`src/rtl/truth_table_scanner.sv`:
```
// rtl/truth_table_scanner.sv - scans all 16 vectors of a 4-input function and captures its truth table
// Optional comparator against a latched expected table: define SCAN_COMPARE_EN.
module truth_table_scanner #(
    parameter int unsigned SETTLE = 2
) (
    input  logic        clk,
    input  logic        rst,
    input  logic        start,
    input  logic        abort,
    input  logic        f,
    input  logic [15:0] expected,
    output logic        a,
    output logic        b,
    output logic        c,
    output logic        d,
    output logic        busy,
    output logic        done,
    output logic [15:0] truth_table,
    output logic [15:0] mismatch,
    output logic [4:0]  err_count
);

    typedef enum logic [1:0] {IDLE, HOLD, SAMPLE, DONE} state_t;

    // With no settle time each vector goes straight to its sample cycle.
    localparam state_t     VEC_START = (SETTLE == 0) ? SAMPLE : HOLD;
    localparam logic [7:0] SETTLE_C  = 8'(SETTLE);

    state_t      state, state_n;
    logic [3:0]  idx, idx_n;
    logic [7:0]  cnt, cnt_n;
    logic [15:0] tbl_n, mism_n, sampled, cmp;
    logic [4:0]  err_n;

    function automatic logic [4:0] popcount16(input logic [15:0] v);
        logic [4:0] n;
        n = '0;
        for (int i = 0; i < 16; i++) begin
            n = n + 5'(v[i]);
        end
        return n;
    endfunction

`ifdef SCAN_COMPARE_EN
    logic [15:0] exp_q;

    always_ff @(posedge clk) begin
        if (rst) begin
            exp_q <= '0;
        end else if (state == IDLE && start) begin
            exp_q <= expected;
        end
    end

    assign cmp = sampled ^ exp_q;
`else
    logic unused_expected;

    assign unused_expected = ^expected;
    assign cmp             = 16'h0000;
`endif

    always_comb begin
        state_n      = state;
        idx_n        = idx;
        cnt_n        = cnt;
        tbl_n        = truth_table;
        mism_n       = mismatch;
        err_n        = err_count;
        sampled      = truth_table;
        sampled[idx] = f;
        case (state)
            IDLE: begin
                if (start) begin
                    idx_n   = '0;
                    cnt_n   = SETTLE_C;
                    tbl_n   = '0;
                    mism_n  = '0;
                    err_n   = '0;
                    state_n = VEC_START;
                end
            end
            HOLD: begin
                if (abort) begin
                    state_n = IDLE;
                end else begin
                    cnt_n = cnt - 8'd1;
                    if (cnt <= 8'd1) begin
                        state_n = SAMPLE;
                    end
                end
            end
            SAMPLE: begin
                if (abort) begin
                    state_n = IDLE;
                end else begin
                    tbl_n = sampled;
                    if (idx == 4'd15) begin
                        // Comparison uses the table including the bit captured on this edge.
                        mism_n  = cmp;
                        err_n   = popcount16(cmp);
                        state_n = DONE;
                    end else begin
                        idx_n   = idx + 4'd1;
                        cnt_n   = SETTLE_C;
                        state_n = VEC_START;
                    end
                end
            end
            DONE: begin
                state_n = IDLE;
            end
            default: begin
                state_n = IDLE;
            end
        endcase
    end

    always_ff @(posedge clk) begin
        if (rst) begin
            state       <= IDLE;
            idx         <= '0;
            cnt         <= '0;
            truth_table <= '0;
            mismatch    <= '0;
            err_count   <= '0;
        end else begin
            state       <= state_n;
            idx         <= idx_n;
            cnt         <= cnt_n;
            truth_table <= tbl_n;
            mismatch    <= mism_n;
            err_count   <= err_n;
        end
    end

    assign {a, b, c, d} = idx;
    assign busy         = (state == HOLD) || (state == SAMPLE);
    assign done         = (state == DONE);

endmodule

```
`config.mk`:
```
export PLATFORM = sky130hd
export DESIGN_NAME = truth_table_scanner
export DESIGN_NICKNAME = d
export VERILOG_FILES = /design/src/rtl/truth_table_scanner.sv
export SDC_FILE = /design/constraint.sdc
export NUM_CORES = 1
export LEC_CHECK = 0
export CORE_ASPECT_RATIO = 1.25
export CORE_MARGIN = 2
export CORE_UTILIZATION = 40
export CTS_BUF_LIST = sky130_fd_sc_hd__clkbuf_8
export CTS_CLUSTER_DIAMETER = 150
export DETAILED_ROUTE_END_ITERATION = 16
export GPL_TIMING_DRIVEN = 0
export PLACE_DENSITY = 0.73
export SYNTH_ARGS = -nofsm -noshare
export SYNTH_HDL_FRONTEND = slang
export SYNTH_SLANG_ARGS = --single-unit
```
`constraint.sdc`:
```
create_clock -name clk -period 4.85 [get_ports clk]
set_input_delay 0.97 -clock clk [delete_from_list [all_inputs] [get_ports clk]]
set_output_delay 0.97 -clock clk [all_outputs]
set_load 0.05 [all_outputs]
```
==> metrics.sh <==
POST_SYNTH.CELL_AREA_AVG_UM2=8.10
P_SWITCHING_mW=0.242
CLOCK_TREE.BUFFER_DEPTH=2
FINAL_SETUP_VIOLATION_COUNT=0
FINAL_CELL_COUNT_NO_FILL=332
REGISTER_AREA_UM2=601
DRIVE_ABOVE_1_SHARE=0.124
POST-ROUTE-PERIOD-UTIL=0.572
CTS-BUFFERS-INSERTED=5
DIEHEIGHT_UM=78.8
MAX-SLEW-MARGIN-REL=0.613
DRT_ITER0_MARKERS=103
FLOORPLAN.DIE_AREA_MM2=0.00503
TOTALWIRELENGTH_UM=4080
WIRE_LENGTH_OF_THE_FIRST_GLOBAL_ROUTING_PASS_UM=7180
SYNTH_SEQ_CELLS=30
SYNTHDISTINCTLIBCELLS=38
FIN_SETUP_TNS_PS=0
SYNTH-WARNING-COUNT=0
TRITONCTS_CLOCK_TREE='done'
POST_DRT_WL_PER_CELL_UM=12.3
SYNTH-MAIN-FF-CELL='sky130_fd_sc_hd__dfxtp_1'
RUN_STATUS='completed'
P_PER_AREA_mW_PER_MM2=296
WORST-ENDPOINT-REQUIRED_PS=3880
CP_MAX_FO=3
CLOCK_TREE.ROOT_CELL='sky130_fd_sc_hd__clkbuf_8'
INITIAL_ANTENNA_VIOLATION_COUNT=0
POWER.LEAKAGE_nW=0.881
WORSTSETUPSTARTPOINTTYPE='flip-flop'
PLACE_INST=324
FLOORPLAN.ROWS=27
CTS_SINKS=30
ROUTED-VIA-COUNT=1643
CELL_AREA_AFTER_TECHNOLOGY_MAPPING_MM2=0.00179
NNETSFINAL=304
REG2REG_DEPTH=7
CRIT_CHAIN='inv_1, ha_1, clkdlybuf4s50_1'
POSTCTSSETUPREPAIRBUFS=0
DIE_W_UM=63.8
MAXIMUM_VDD_DROP_mV=0.220
RSZ0062_AT_GRT='false'
WORST_EP_ARRIVAL_TIME_PS=1800
CTS_REPAIR_RESIZE_COUNT=0
NUMBER_OF_INPUT_AND_OUTPUT_PORT_BUFFERS_INSERTED=25
SW_FRAC_OF_TOTAL=0.357
CRITICALPATHCATEGORY='reg2out'
CELL_INTERNAL_PWR_mW=0.435
DRC=0
WORST_SETUP_PATH_END_KIND='output port'
CTS.REPORTEDPATHS.CLKPINSLEW_PS=70
CPPEAKSTAGEDELAY_PS=790
GR-USAGE-ALL-LAYERS=0.180
IO-PIN-COUNT=64
ANTENNA_CELLS_INSERTED=0
CPMAXSTAGEDELAYCELL='sky130_fd_sc_hd__clkdlybuf4s50_1'
GP_ROUTABILITY_CONGESTION=0.845
MAXSLEWVIOLCOUNT=0
P_CLK_FRAC=0.318
FILLERINSTANCES=407
DP.FINAL_HPWL_UM=2990
ANTENNA_VIOLATING_NETS_POST_ROUTE=0
DR.PASS1.ITERS=4
GR-TOTAL-OVERFLOW=0
SEQUENTIAL_SHARE_OF_POWER=0.393
MIN-DELAY-PATH-CLASS='reg2reg'
TIGHTESTPINTRANSITION_PS=577
AREA_DELTA_SYNTH_FINAL_PCT=27.5
HTREE_NUM_LEVELS=2
SYNTH-SEQ-AREA-SHARE=0.335
HOLD_DEPTH=2
POWER.SHARE.COMBINATIONAL=0.289
GRT_START_MAX_NET_PINS=11
CTS_HOLD_BUFFERS=0
NUMBER_OF_GLOBAL_ROUTE_VIAS_BEFORE_REPAIR=1548
CAP_VIOL_MAX_COUNT=0
SYNTH_CELLS=221
FINAL.MIN_CLOCK_PERIOD_PS=2770
CLOCK.FMAX_MHz=361
FINALCLOCKSKEW_PS=6.90
PLACEABLECOREAREA_MM2=0.00436
ASYNC_FLOP_SHARE=0
MULTI_INPUT_GATE_AREA_IN_THE_FINAL_LAYOUT_MM2=0.00101
NUMBER_OF_ENABLE_TYPE_REGISTER_CELLS_IN_THE_SYNTHESIZED_NETLIST=0
COUNT_OF_FINAL_HOLD_CHECK_VIOLATIONS=0
FLOORPLAN.INITIALDENSITY=0.411
INSERTION_DELAY_PS=290
P_TOTAL_mW=0.677
POST_DR_VIAS_CELL=4.95
[cell type report]
type | instances | share of cell area
Multi-Input combinational cell | 167 | 0.442
Sequential cell | 30 | 0.263
Inverter | 10 | 0.0164
Buffer | 34 | 0.0959
Timing Repair Buffer | 25 | 0.110
Clock buffer | 6 | 0.0362
Tap cell | 58 | 0.0318
Clock inverter | 2 | 0.00548
[stage by stage]
step / area [µm²] / hold slack [ps] / setup slack, ps / util
global placement: 2190 / 450 / 2000 / 0.502
CTS: 2280 / 471 / 2050 / 0.524
global route: 2280 / 491 / 2020 / 0.524
floorplan: 1870 / 437 / 2860 / -
finish: 2280 / 464 / 2080 / 0.524
detailed placement: 2190 / 464 / 2000 / 0.502
[state kept, by name (all words and copies together) (netlist names)]
| signal | count |
|---|---|
| cnt | 8 |
| idx | 4 |
| state | 2 |
| truth_table | 16 |
[cell families after synthesis]
logic type	after synthesis	share of synthesized area
fa+ha+maj	10	0.0699
other cells	1	0.00209
simple gates	56	0.173
xor+xnor	1	0.00489
mux	1	0.00559
buf+inv	44	0.143
flops	30	0.335
compound gates	78	0.266
[placed cells by master, fill, tap and decap left out, types with 2 or more instances in the layout]
| master | netlist | layout |
|---|---|---|
| sky130_fd_sc_hd__clkdlybuf4s50_1 | 0 | 25 |
| sky130_fd_sc_hd__nand4_1 | 3 | 3 |
| sky130_fd_sc_hd__conb_1 | 1 | 21 |
| sky130_fd_sc_hd__or3_1 | 2 | 2 |
| sky130_fd_sc_hd__nand2_1 | 6 | 6 |
| sky130_fd_sc_hd__o21ai_0 | 11 | 11 |
| sky130_fd_sc_hd__and4_1 | 3 | 3 |
| sky130_fd_sc_hd__inv_1 | 10 | 10 |
| sky130_fd_sc_hd__a21oi_1 | 25 | 25 |
| sky130_fd_sc_hd__buf_4 | 22 | 22 |
| sky130_fd_sc_hd__and2b_1 | 2 | 2 |
| sky130_fd_sc_hd__nor3_1 | 3 | 3 |
| sky130_fd_sc_hd__a21boi_1 | 6 | 6 |
| sky130_fd_sc_hd__nor2b_1 | 3 | 3 |
| sky130_fd_sc_hd__o21ai_1 | 14 | 14 |
| sky130_fd_sc_hd__clkbuf_1 | 10 | 10 |
| sky130_fd_sc_hd__nand2b_1 | 3 | 3 |
| sky130_fd_sc_hd__nand3_1 | 18 | 18 |
| sky130_fd_sc_hd__clkbuf_8 | 0 | 6 |
| sky130_fd_sc_hd__a311oi_1 | 3 | 3 |
| sky130_fd_sc_hd__dfxtp_1 | 30 | 30 |
| sky130_fd_sc_hd__o32ai_1 | 2 | 2 |
| sky130_fd_sc_hd__ha_1 | 10 | 10 |
| sky130_fd_sc_hd__nor2_1 | 7 | 7 |
| sky130_fd_sc_hd__a21boi_0 | 12 | 12 |
[Yosys cell counts, types with 2 or more instances]
cell | n | share of area
sky130_fd_sc_hd__nor2_1 | 7 | 0.015
sky130_fd_sc_hd__o21ai_0 | 11 | 0.031
sky130_fd_sc_hd__dfxtp_1 | 30 | 0.34
sky130_fd_sc_hd__nand2b_1 | 3 | 0.010
sky130_fd_sc_hd__o21ai_1 | 14 | 0.039
sky130_fd_sc_hd__and2b_1 | 2 | 0.0084
sky130_fd_sc_hd__nor3_1 | 3 | 0.0084
sky130_fd_sc_hd__or3_1 | 2 | 0.0070
sky130_fd_sc_hd__and4_1 | 3 | 0.015
sky130_fd_sc_hd__inv_1 | 10 | 0.021
sky130_fd_sc_hd__clkbuf_1 | 10 | 0.021
sky130_fd_sc_hd__a21boi_1 | 6 | 0.025
sky130_fd_sc_hd__a311oi_1 | 3 | 0.015
sky130_fd_sc_hd__o32ai_1 | 2 | 0.0098
sky130_fd_sc_hd__nand2_1 | 6 | 0.013
sky130_fd_sc_hd__a21boi_0 | 12 | 0.050
sky130_fd_sc_hd__nor2b_1 | 3 | 0.010
sky130_fd_sc_hd__nand3_1 | 18 | 0.050
sky130_fd_sc_hd__a21oi_1 | 25 | 0.070
sky130_fd_sc_hd__buf_4 | 22 | 0.092
sky130_fd_sc_hd__nand4_1 | 3 | 0.010
sky130_fd_sc_hd__ha_1 | 10 | 0.070
[metal layers]
metal | part of all wire | up-vias | wire, µm | GRT usage
met3 | 0.058 | 6 | 237 | 0.0467
met5 | 0 | - | 0 | 0
met4 | 0.011 | 0 | 45 | 0.0522
li1 | - | 850 | - | -
met2 | 0.48 | 47 | 1970 | 0.324
met1 | 0.45 | 740 | 1820 | 0.206
[power by group through the flow]
stage	sequential (mW)	combinational (mW)	clock (mW)
after detailed placement	0.271	0.194	0
after CTS	0.266	0.195	0.219
after floorplan	0.275	0.152	0
after global placement	0.271	0.193	0
final	0.266	0.196	0.215
after global routing	0.267	0.214	0.229
[critical path: cells and delay by family, from the launching register on]
kind,cells,cell delay [ps]
adder cells (fa/ha/maj),1,270
buffers and inverters,2,880
flip-flops,1,360
[final timing paths]
path	slack, ps	to	startpoint
worst max-delay path	2080	busy	state[1]
worst min-delay path	460	cnt[7]	cnt[7]
worst max register to register	2730	truth_table[2]	state[0]
worst min register to register	460	cnt[7]	cnt[7]
No activity file was read; power rests on OpenSTA's default activity.
